<file path="src/rtl/div_issue_if.sv">
// Execute-stage request/response and divider handshake bundle for div_issue.
// master = div_issue itself; slave = the execute stage and divider around it.
interface div_issue_if;
    localparam int unsigned XLEN = 64;
    localparam int unsigned OPW  = 3;

    logic            req_valid;
    logic            req_ready;
    logic [OPW-1:0]  req_op;
    logic [XLEN-1:0] req_src1;
    logic [XLEN-1:0] req_src2;
    logic            flush;
    logic            resp_valid;
    logic [XLEN-1:0] resp_data;

    logic            div_valid;
    logic [XLEN-1:0] div_srca;
    logic [XLEN-1:0] div_srcb;
    logic            div_data_ok;
    logic [XLEN-1:0] div_result;
    logic [XLEN-1:0] div_rem;

    modport master (
        input  req_valid, req_op, req_src1, req_src2, flush,
        output req_ready, resp_valid, resp_data,
        output div_valid, div_srca, div_srcb,
        input  div_data_ok, div_result, div_rem
    );

    modport slave (
        output req_valid, req_op, req_src1, req_src2, flush,
        input  req_ready, resp_valid, resp_data,
        input  div_valid, div_srca, div_srcb,
        output div_data_ok, div_result, div_rem
    );
endinterface

</file>
<file path="src/rtl/div_issue.sv">
// RV64M DIV/REM front-end: reduces requests to unsigned operands for the iterative
// divider, resolves divide-by-zero and signed overflow locally, applies sign/word fix-up.
module div_issue (
    input  logic        clk,
    input  logic        resetn,
    div_issue_if.master bus
);
    localparam int unsigned XLEN = 64;
    localparam int unsigned WLEN = 32;
    localparam logic [XLEN-1:0] MIN_D = {1'b1, {(XLEN-1){1'b0}}};
    localparam logic [XLEN-1:0] MIN_W = {{(XLEN-WLEN+1){1'b1}}, {(WLEN-1){1'b0}}};

    typedef enum logic [1:0] {IDLE, BUSY, FIX, RESP} state_e;

    state_e          state_q, state_d;
    logic [XLEN-1:0] srca_q, srca_d, srcb_q, srcb_d;
    logic [XLEN-1:0] quo_q, quo_d, rem_q, rem_d;
    logic [XLEN-1:0] resp_data_q, resp_data_d;
    logic            neg_quo_q, neg_quo_d, neg_rem_q, neg_rem_d;
    logic            word_q, word_d, is_rem_q, is_rem_d;
    logic            div_valid_q, div_valid_d;
    logic            resp_valid_q, resp_valid_d;
    logic            req_ready_q, req_ready_d;

    logic            op_word, op_rem, op_uns;
    logic [XLEN-1:0] opa, opb, mag_a, mag_b;
    logic            sign_a, sign_b, div_zero, ovf, special;
    logic [XLEN-1:0] spec_sel, spec_res;
    logic [XLEN-1:0] fix_q, fix_r, fix_sel, fix_res;

    function automatic logic [XLEN-1:0] word_sext(input logic [XLEN-1:0] v);
        return {{(XLEN-WLEN){v[WLEN-1]}}, v[WLEN-1:0]};
    endfunction

    function automatic logic [XLEN-1:0] word_zext(input logic [XLEN-1:0] v);
        return {{(XLEN-WLEN){1'b0}}, v[WLEN-1:0]};
    endfunction

    // Request decode: operand widening, magnitudes and the locally-resolved cases
    always_comb begin
        op_word = bus.req_op[2];
        op_rem  = bus.req_op[1];
        op_uns  = bus.req_op[0];

        if (op_word) begin
            opa = op_uns ? word_zext(bus.req_src1) : word_sext(bus.req_src1);
            opb = op_uns ? word_zext(bus.req_src2) : word_sext(bus.req_src2);
        end else begin
            opa = bus.req_src1;
            opb = bus.req_src2;
        end

        sign_a = !op_uns && opa[XLEN-1];
        sign_b = !op_uns && opb[XLEN-1];
        mag_a  = sign_a ? XLEN'(-opa) : opa;
        mag_b  = sign_b ? XLEN'(-opb) : opb;

        div_zero = (opb == '0);
        ovf      = !op_uns && (opa == (op_word ? MIN_W : MIN_D)) && (opb == '1);
        special  = div_zero || ovf;

        if (op_rem) spec_sel = div_zero ? opa : '0;
        else        spec_sel = div_zero ? '1  : opa;
        spec_res = op_word ? word_sext(spec_sel) : spec_sel;
    end

    // Sign and word fix-up of the latched divider results
    always_comb begin
        fix_q   = neg_quo_q ? XLEN'(-quo_q) : quo_q;
        fix_r   = neg_rem_q ? XLEN'(-rem_q) : rem_q;
        fix_sel = is_rem_q ? fix_r : fix_q;
        fix_res = word_q ? word_sext(fix_sel) : fix_sel;
    end

    always_comb begin
        state_d     = state_q;
        srca_d      = srca_q;
        srcb_d      = srcb_q;
        quo_d       = quo_q;
        rem_d       = rem_q;
        resp_data_d = resp_data_q;
        neg_quo_d   = neg_quo_q;
        neg_rem_d   = neg_rem_q;
        word_d      = word_q;
        is_rem_d    = is_rem_q;

        case (state_q)
            IDLE: begin
                if (bus.req_valid && !bus.flush) begin
                    srca_d    = mag_a;
                    srcb_d    = mag_b;
                    neg_quo_d = sign_a ^ sign_b;
                    neg_rem_d = sign_a;
                    word_d    = op_word;
                    is_rem_d  = op_rem;
                    if (special) begin
                        resp_data_d = spec_res;
                        state_d     = RESP;
                    end else begin
                        state_d = BUSY;
                    end
                end
            end
            BUSY: begin
                if (bus.div_data_ok) begin
                    quo_d   = bus.div_result;
                    rem_d   = bus.div_rem;
                    state_d = FIX;
                end
            end
            FIX: begin
                resp_data_d = fix_res;
                state_d     = RESP;
            end
            RESP:    state_d = IDLE;
            default: state_d = IDLE;
        endcase

        if (bus.flush) state_d = IDLE;

        // Handshake outputs are registered copies of the next-state decode
        div_valid_d  = (state_d == BUSY);
        resp_valid_d = (state_d == RESP);
        req_ready_d  = (state_d == IDLE);
    end

    always_ff @(posedge clk or negedge resetn) begin
        if (!resetn) begin
            state_q      <= IDLE;
            srca_q       <= '0;
            srcb_q       <= '0;
            quo_q        <= '0;
            rem_q        <= '0;
            resp_data_q  <= '0;
            neg_quo_q    <= 1'b0;
            neg_rem_q    <= 1'b0;
            word_q       <= 1'b0;
            is_rem_q     <= 1'b0;
            div_valid_q  <= 1'b0;
            resp_valid_q <= 1'b0;
            req_ready_q  <= 1'b1;
        end else begin
            state_q      <= state_d;
            srca_q       <= srca_d;
            srcb_q       <= srcb_d;
            quo_q        <= quo_d;
            rem_q        <= rem_d;
            resp_data_q  <= resp_data_d;
            neg_quo_q    <= neg_quo_d;
            neg_rem_q    <= neg_rem_d;
            word_q       <= word_d;
            is_rem_q     <= is_rem_d;
            div_valid_q  <= div_valid_d;
            resp_valid_q <= resp_valid_d;
            req_ready_q  <= req_ready_d;
        end
    end

    assign bus.req_ready  = req_ready_q;
    // A flush in the response cycle swallows the pulse
    assign bus.resp_valid = resp_valid_q && !bus.flush;
    assign bus.resp_data  = resp_data_q;
    assign bus.div_valid  = div_valid_q;
    assign bus.div_srca   = srca_q;
    assign bus.div_srcb   = srcb_q;
endmodule

</file>
<file path="src/flat_wrapper.sv">
// flat-port wrapper written by rule: the top's interface ports become plain ports
module div_issue_flat 
  (clk, resetn, bus_req_valid, bus_req_op, bus_req_src1, bus_req_src2, bus_flush, bus_req_ready, bus_resp_valid, bus_resp_data, bus_div_valid, bus_div_srca, bus_div_srcb, bus_div_data_ok, bus_div_result, bus_div_rem);
  div_issue_if bus_i ();
  input  logic clk;
  input  logic resetn;
  input wire logic [$bits(bus_i.req_valid)-1:0] bus_req_valid;
  input wire logic [$bits(bus_i.req_op)-1:0] bus_req_op;
  input wire logic [$bits(bus_i.req_src1)-1:0] bus_req_src1;
  input wire logic [$bits(bus_i.req_src2)-1:0] bus_req_src2;
  input wire logic [$bits(bus_i.flush)-1:0] bus_flush;
  output wire logic [$bits(bus_i.req_ready)-1:0] bus_req_ready;
  output wire logic [$bits(bus_i.resp_valid)-1:0] bus_resp_valid;
  output wire logic [$bits(bus_i.resp_data)-1:0] bus_resp_data;
  output wire logic [$bits(bus_i.div_valid)-1:0] bus_div_valid;
  output wire logic [$bits(bus_i.div_srca)-1:0] bus_div_srca;
  output wire logic [$bits(bus_i.div_srcb)-1:0] bus_div_srcb;
  input wire logic [$bits(bus_i.div_data_ok)-1:0] bus_div_data_ok;
  input wire logic [$bits(bus_i.div_result)-1:0] bus_div_result;
  input wire logic [$bits(bus_i.div_rem)-1:0] bus_div_rem;
  assign bus_i.req_valid = bus_req_valid;
  assign bus_i.req_op = bus_req_op;
  assign bus_i.req_src1 = bus_req_src1;
  assign bus_i.req_src2 = bus_req_src2;
  assign bus_i.flush = bus_flush;
  assign bus_req_ready = bus_i.req_ready;
  assign bus_resp_valid = bus_i.resp_valid;
  assign bus_resp_data = bus_i.resp_data;
  assign bus_div_valid = bus_i.div_valid;
  assign bus_div_srca = bus_i.div_srca;
  assign bus_div_srcb = bus_i.div_srcb;
  assign bus_i.div_data_ok = bus_div_data_ok;
  assign bus_i.div_result = bus_div_result;
  assign bus_i.div_rem = bus_div_rem;
  div_issue u_core (.clk(clk), .resetn(resetn), .bus(bus_i));
endmodule
</file>
<file path="config.mk">
export PLATFORM = sky130hd
export DESIGN_NAME = div_issue_flat
export DESIGN_NICKNAME = d
export VERILOG_FILES = /design/src/rtl/div_issue_if.sv /design/src/rtl/div_issue.sv /design/src/flat_wrapper.sv
export SDC_FILE = /design/constraint.sdc
export NUM_CORES = 1
export LEC_CHECK = 0
export BUFFER_PORTS_ARGS = -buffer_cell sky130_fd_sc_hd__clkbuf_2
export CAP_MARGIN = 20
export CORE_MARGIN = 2
export CORE_UTILIZATION = 45
export CTS_CLUSTER_DIAMETER = 60
export DETAILED_ROUTE_END_ITERATION = 10
export GPL_ROUTABILITY_DRIVEN = 0
export PLACE_DENSITY = 0.71
export REMOVE_ABC_BUFFERS = 1
export SLEW_MARGIN = 25
export SYNTH_ARGS = -nofsm -noshare
export SYNTH_HDL_FRONTEND = slang
export SYNTH_SLANG_ARGS = --single-unit
</file>
<file path="constraint.sdc">
create_clock -name clk -period 3.1 [get_ports clk]
set_input_delay 0.62 -clock clk [delete_from_list [all_inputs] [get_ports clk]]
set_output_delay 0.62 -clock clk [all_outputs]
set_load 0.02 [all_outputs]
</file>
==> qor.yml, run 1 <==
drt:
  viasPerCell: 5.89
  drtIter0Drc: 2203
  wire_per_inst_um: 21.5
  ant_nets: 0
  dr.pass1.iters: 7
  drc: 0
  route.vias.total: 20800
  drt-total-wl_mm: 76.2
global_route:
  grt_max_degree: 108
  overflow: 0
  grt_pass1_wl_mm: 116
  grt.total_usage: 0.318
  grt_pass1_vias: 20300
  antenna_found_initial: 1
sta:
  slew_violations: 0
  tightest_slew_ps: 674
  max_freq_ghz: 0.324
  hold_viol: 0
  maxSlewHeadroom: 0.551
  fin_crit_ps: 3090
  clock_skew_ps: 26.2
  tns_ps: 0
  grt_setup_unrepaired: "yes"
  timing.final.ws_setup_ps: 9.82
  setup_viol: 0
  fin_crit_sh: 0.997
logic_synthesis:
  synthDistinctLibCells: 74
  yosys_register_bits: 329
  async_flop_share: 1.00
  syn_area_per_cell_um2: 8.84
  ys_warn_count: 0
  ys.flop_type: "dfrtp_1"
  synth-seq-area-share: 0.406
  synthCells: 2291
  syn_area_um2: 20300
  synth_edf_count: 0
cells_and_area:
  final_layout_size_suffix_gt1_frac: 0.341
  fillCellCount: 3852
  design_area_um2: 26600
  antennaDiodeCount: 0
  multi_input_area_um2: 11700
  final_nets: 3184
  mostFrequentLayoutCell: "clkbuf_2"
  mostFrequentLayoutCells: "clkbuf_2, dfrtp_1, nand2_1"
  regArea_um2: 8240
  syn_to_final_growth_pct: 31.4
clock_tree:
  htree_num_levels: 2
  cts_max_path_buffers: 3
  cts_root_buf: "clkbuf_16"
  cts_tree: "built"
  clock_latency_ps: 580
  path_clk_slew_ps: 60
  numCtsBuffers: 41
  cts.sinks: 329
worst_setup_path:
  crit_fanout: 5
  crit_arrival_ps: 3530
  worstPathRequired_ps: 3540
  critPathCaptureType: "flip-flop"
  cp-start-kind: "flip-flop"
  path_class: "reg -> reg"
floorplan:
  ios: 459
  dieHeight_um: 216
  dieWidth_um: 216
  core-area_um2: 44300
  initial_core_util: 0.457
  die_area_um2: 46700
  rows: 77
outcome:
  status: "finished clean"
power:
  ir_drop_mv: 0.445
  p_leak_nw: 11.8
  p_per_area_nw_per_um2: 657
worst_hold_path:
  hp-class: "in -> reg"
place:
  pre_cts_ws_ps: -405
  dp_hpwl_mm: 59.0
  port-buffer-count: 458
  placed_area_um2: 24900
run:
  maxCapViolCount: 0
## Yosys cell counts (11+ instances only)
master,n,area share
nand2b_1,21,0.0065
a211oi_1,16,0.0059
xnor2_1,126,0.054
clkbuf_1,139,0.026
a21oi_1,124,0.031
inv_1,38,0.0070
nor2b_1,16,0.0049
nand2_1,294,0.054
o21ai_0,241,0.060
nor2_1,157,0.029
nand3_1,27,0.0067
or4_1,37,0.014
or3_1,34,0.010
dfrtp_1,328,0.41
mux2_2,132,0.073
nor4_1,44,0.014
mux2i_1,11,0.0054
xor2_1,105,0.045
nand4_1,26,0.0080
a221oi_1,18,0.0078
o21ai_1,14,0.0035
o31ai_1,78,0.029
nor3_1,55,0.014
o41ai_1,29,0.013
a31oi_1,20,0.0062
## layout make-up
type	instances	area share
clock buffers	60	0.0443
clock inverters	13	0.00432
inverters	40	0.00564
multi-input cells	1775	0.439
flip-flops and latches	329	0.309
well taps	592	0.0278
repair buffers	728	0.170
## power by group
| group | internal [mW] | switching (mW) | leakage [nW] |
|---|---|---|---|
| clock | 2.73 | 1.96 | 0.634 |
| combinational | 2.55 | 3.68 | 7.11 |
| sequential | 5.43 | 1.14 | 4.06 |
## cell families (layout without fill, tap and decap cells)
logic type | count (synthesis) | in the layout | share of synthesized area
muxes | 143 | 143 | 0.0788
adders and majority gates | 5 | 5 | 0.00309
AOI/OAI and AO/OA | 633 | 633 | 0.195
buffers and inverters | 187 | 841 | 0.0353
DFF | 329 | 329 | 0.406
and+or+nand+nor | 763 | 763 | 0.182
xor gates and xnor gates | 231 | 231 | 0.0999
## registers in the layout, indices dropped and copies added (netlist names)
register,cells
u_core.bus.div_srca,64
u_core.bus.div_srcb,64
u_core.bus.div_valid,1
u_core.bus.req_ready,1
u_core.bus.resp_data,64
u_core.is_rem_q,1
u_core.neg_quo_q,1
u_core.neg_rem_q,1
u_core.quo_q,64
u_core.rem_q,64
u_core.resp_valid_q,1
u_core.state_q,2
u_core.word_q,1
## stage by stage
step	cells	util	power, mW	hold WS [ps]
4_1_cts	3535	0.594	17.4	253
6_report	3537	0.601	17.5	276
5_1_grt	3537	0.601	18.4	269
2_1_floorplan	2144	-	9.81	324
3_3_place_gp	3458	0.563	12.4	461
3_5_place_dp	3458	0.563	12.6	471
## critical path, cell delays in order, from the launching register on
cell and delay, ps:
dfrtp_1 380, or4_4 550, or4_4 470, or4_4 480, or2_4 310, o41ai_4 270
xnor2_2 120, a221oi_2 330, a21oi_1 70
## what timing repair did
action | 4_1_cts | 5_1_grt
pin swaps | 11 | 6
hold buffers | 1 | 0
cloned | 1 | 0
setup buffers | 2 | 3
endpoints found under the setup margin | 31 | 37
hold endpoints to repair | 6 | 0
gates resized for setup | 14 | 49
## path summary, 6_finish.rpt
| check | cells after the start | slack [ps] | startpoint | end |
|---|---|---|---|---|
| max | 8 | 10 | u_core.quo_q[18]$_DFFE_PN0P_ | u_core.bus.resp_data[59]$_DFFE_PN0P_ |
| min | 2 | 280 | bus_div_result[2] | u_core.quo_q[2]$_DFFE_PN0P_ |
| max reg2reg | 8 | 10 | u_core.quo_q[18]$_DFFE_PN0P_ | u_core.bus.resp_data[59]$_DFFE_PN0P_ |
| min reg2reg | 2 | 480 | u_core.bus.div_srca[61]$_DFFE_PN0P_ | u_core.bus.div_srca[61]$_DFFE_PN0P_ |
| max in group asynchronous | 3 | 1640 | resetn | u_core.bus.req_ready$_DFF_PN1_ |
| min in group asynchronous | 2 | 590 | resetn | u_core.quo_q[5]$_DFFE_PN0P_ |
## per-layer routing
metal,track usage,routed length [um]
met2,0.519,35600
met3,0.0563,6090
met5,0,13
met1,0.409,30600
met4,0.155,3860
No activity file was read; power rests on OpenSTA's default activity.
==> run 2: changes to the inputs <==
RECOVER_POWER = 100   (was not set)
==> run 2 against run 1 <==
The flow now finishes with violations (max-capacitance violations, max-slew violations, negative setup slack); count of clock-buffer cells in the layout unchanged; register-to-register slack about the same; routed wire length rose by 0.16%; sequential cell count stayed put; worst hold slack about the same.
==> qor.yml, run 2 (synthesis gave the netlist of run 1 again) <==
outcome:
  status: "finished with violations"
  failed_checks: "max-capacitance violations, max-slew violations, negative setup slack"
sta:
  max_freq_ghz: 0.322  # -0.36%
  hold_viol: 0  # unchanged
  maxSlewHeadroom: -0.145  # -0.696
  holdWs_ps: 276  # -0.215 ps
  fin_crit_ps: 3100  # +11.3 ps
  clock_skew_ps: 24.7  # -1.48 ps
  fin_crit_sh: 1.00  # +0.00364
  timing.final.ws_setup_ps: -1.45  # -11.3 ps
  slew_violations: 127  # +127
  setup_viol: 1  # +1
  tightest_slew_ps: 1720  # +1040 ps
  grt_setup_unrepaired: "yes"
worst_setup_path:
  critPathCaptureType: "flip-flop"
  timing.rr.end: "u_core.bus.resp_data[47]$_DFFE_PN0P_"
  path_class: "reg -> reg"
  reg2reg_setup_slack_ps: -1  # about the same
  critical_path.endpoint: "u_core.bus.resp_data[47]$_DFFE_PN0P_"
  slowest_delay_ps: 550  # about the same
  path_delay_family: "simple AND/OR/NAND/NOR gates"
  cpMaxStageDelayCell: "or4_4"
  crit_start: "u_core.quo_q[18]$_DFFE_PN0P_"
  r2r_start: "u_core.quo_q[18]$_DFFE_PN0P_"
  crit_fanout: 5  # unchanged
  worst-r2r-cell-count: 8  # unchanged
  cp.depth: 8  # unchanged
  cp_common_cell: "or4_4"
  crit_arrival_ps: 3550  # +20 ps
  crit_buf_inv: 0  # unchanged
  path_cells: "or4_4 -> or4_4 -> or4_4 -> or2_4 -> o31ai_4 -> xor2_2 -> o221ai_2 -> a22o_1"
  worstPathRequired_ps: 3550  # about the same
  cp-start-kind: "flip-flop"
cells_and_area:
  post_layout_nonfiller_instances: 3537  # unchanged
  final_nets: 3184  # unchanged
  mostFrequentLayoutCell: "dfrtp_1"
  syn_to_final_growth_pct: 29.6
  final_layout_size_suffix_gt1_frac: 0.271  # -0.0699
  mostFrequentLayoutCells: "dfrtp_1, nand2_1, clkbuf_2"
  antennaDiodeCount: 0  # unchanged
  fin_util: 0.593  # -0.00824
  design_area_um2: 26300  # -1.4%
floorplan:
  dieWidth_um: 216  # unchanged
  ios: 459  # unchanged
  rows: 77  # unchanged
  initial_core_util: 0.457  # unchanged
  die_area_um2: 46700  # unchanged
  dieHeight_um: 216  # unchanged
  core-area_um2: 44300  # unchanged
drt:
  route.vias.total: 20900  # +0.25%
  drtIter0Drc: 2241  # +1.7%
  ant_nets: 0  # unchanged
  dr.pass1.iters: 9  # +2
  drt-total-wl_mm: 76.3  # +0.16%
  viasPerCell: 5.90  # +0.25%
  wire_per_inst_um: 21.6  # +0.16%
  drc: 0  # unchanged
power:
  p_leak_nw: 11.1  # -5.8%
  ir_drop_mv: 0.445  # about the same
  p_total_mw: 17.3  # -1.0%
  p_per_area_nw_per_um2: 660  # +0.37%
clock_tree:
  numCtsBuffers: 41  # unchanged
  cts.sinks: 329  # unchanged
  cts_max_path_buffers: 3  # unchanged
  path_clk_slew_ps: 60  # about the same
  htree_num_levels: 2  # unchanged
  cts_root_buf: "clkbuf_16"
  clock_latency_ps: 580  # about the same
  cts_tree: "built"
global_route:
  grt_pass1_vias: 20300  # unchanged
  antenna_found_initial: 1  # unchanged
  grt_pass1_wl_mm: 116  # unchanged
  grt_max_degree: 108  # unchanged
  grt.total_usage: 0.318  # unchanged
  overflow: 0  # unchanged
place:
  placed_area_um2: 24900  # unchanged
  port-buffer-count: 458  # unchanged
  dp_hpwl_mm: 59.0  # unchanged
  dp.cells: 3458  # unchanged
run:
  maxCapViolCount: 3  # +3
worst_hold_path:
  hp-class: "in -> reg"
run 2: cell count changes in the layout (fill, tap and decap cells not counted), sizes merged:
cell,before,now
buf,269,249
clkbuf,518,538
run 2: metrics by stage:
step           worst slack, ps  TNS [ps]
6_report                 -1.45     -1.45
5_1_grt                  -67.9      -479
4_1_cts                  -41.5      -101
3_5_place_dp              -405    -22590
3_3_place_gp              -357    -16380
2_1_floorplan            -3050   -609310
run 2: timing repair:
action / in CTS / in global routing
hold endpoints to repair: 6 / 0
buffers inserted: 2 / 3
cloned: 1 / 0
endpoints found under the setup margin: 31 / 37
hold buffers: 1 / 0
resized for setup: 14 / 49
pin swaps: 11 / 6
run 2: how the worst min path moves through the flow:
stage	endpoint	start	slack [ps]	depth (start not counted)
2_1_floorplan	u_core.bus.div_srca[0]$_DFFE_PN0P_	resetn	320	0
5_1_grt	u_core.quo_q[2]$_DFFE_PN0P_	bus_div_result[2]	270	2
6_report	u_core.quo_q[19]$_DFFE_PN0P_	bus_div_result[19]	280	2
3_5_place_dp	u_core.bus.div_srcb[26]$_DFFE_PN0P_	u_core.bus.div_srcb[26]$_DFFE_PN0P_	470	2
4_1_cts	u_core.quo_q[54]$_DFFE_PN0P_	bus_div_result[54]	250	2
3_3_place_gp	u_core.bus.div_srcb[42]$_DFFE_PN0P_	u_core.bus.div_srcb[42]$_DFFE_PN0P_	460	2
run 2: area by class of cell:
class,count,area [um2]
timing repair buffer,728,4170
sequential,329,8240
clock inverter,13,115
multi-input combinational,1775,11700
tap,592,741
clock buffer,60,1180
inverter,40,150
fill,3971,18100
run 2: routing by layer:
layer,share of wire,vias up,global-route usage,wire [um]
met3,0.084,262,0.0563,6400
met5,0.00017,-,0,13
met2,0.47,1097,0.519,35600
li1,-,9547,-,-
met4,0.053,2,0.155,4030
met1,0.40,9975,0.409,30300
run 2: power breakdown:
part | switching, mW | leakage [nW] | internal, mW
logic | 3.68 | 6.42 | 2.38
clock network | 1.96 | 0.634 | 2.73
registers | 1.13 | 4.06 | 5.43
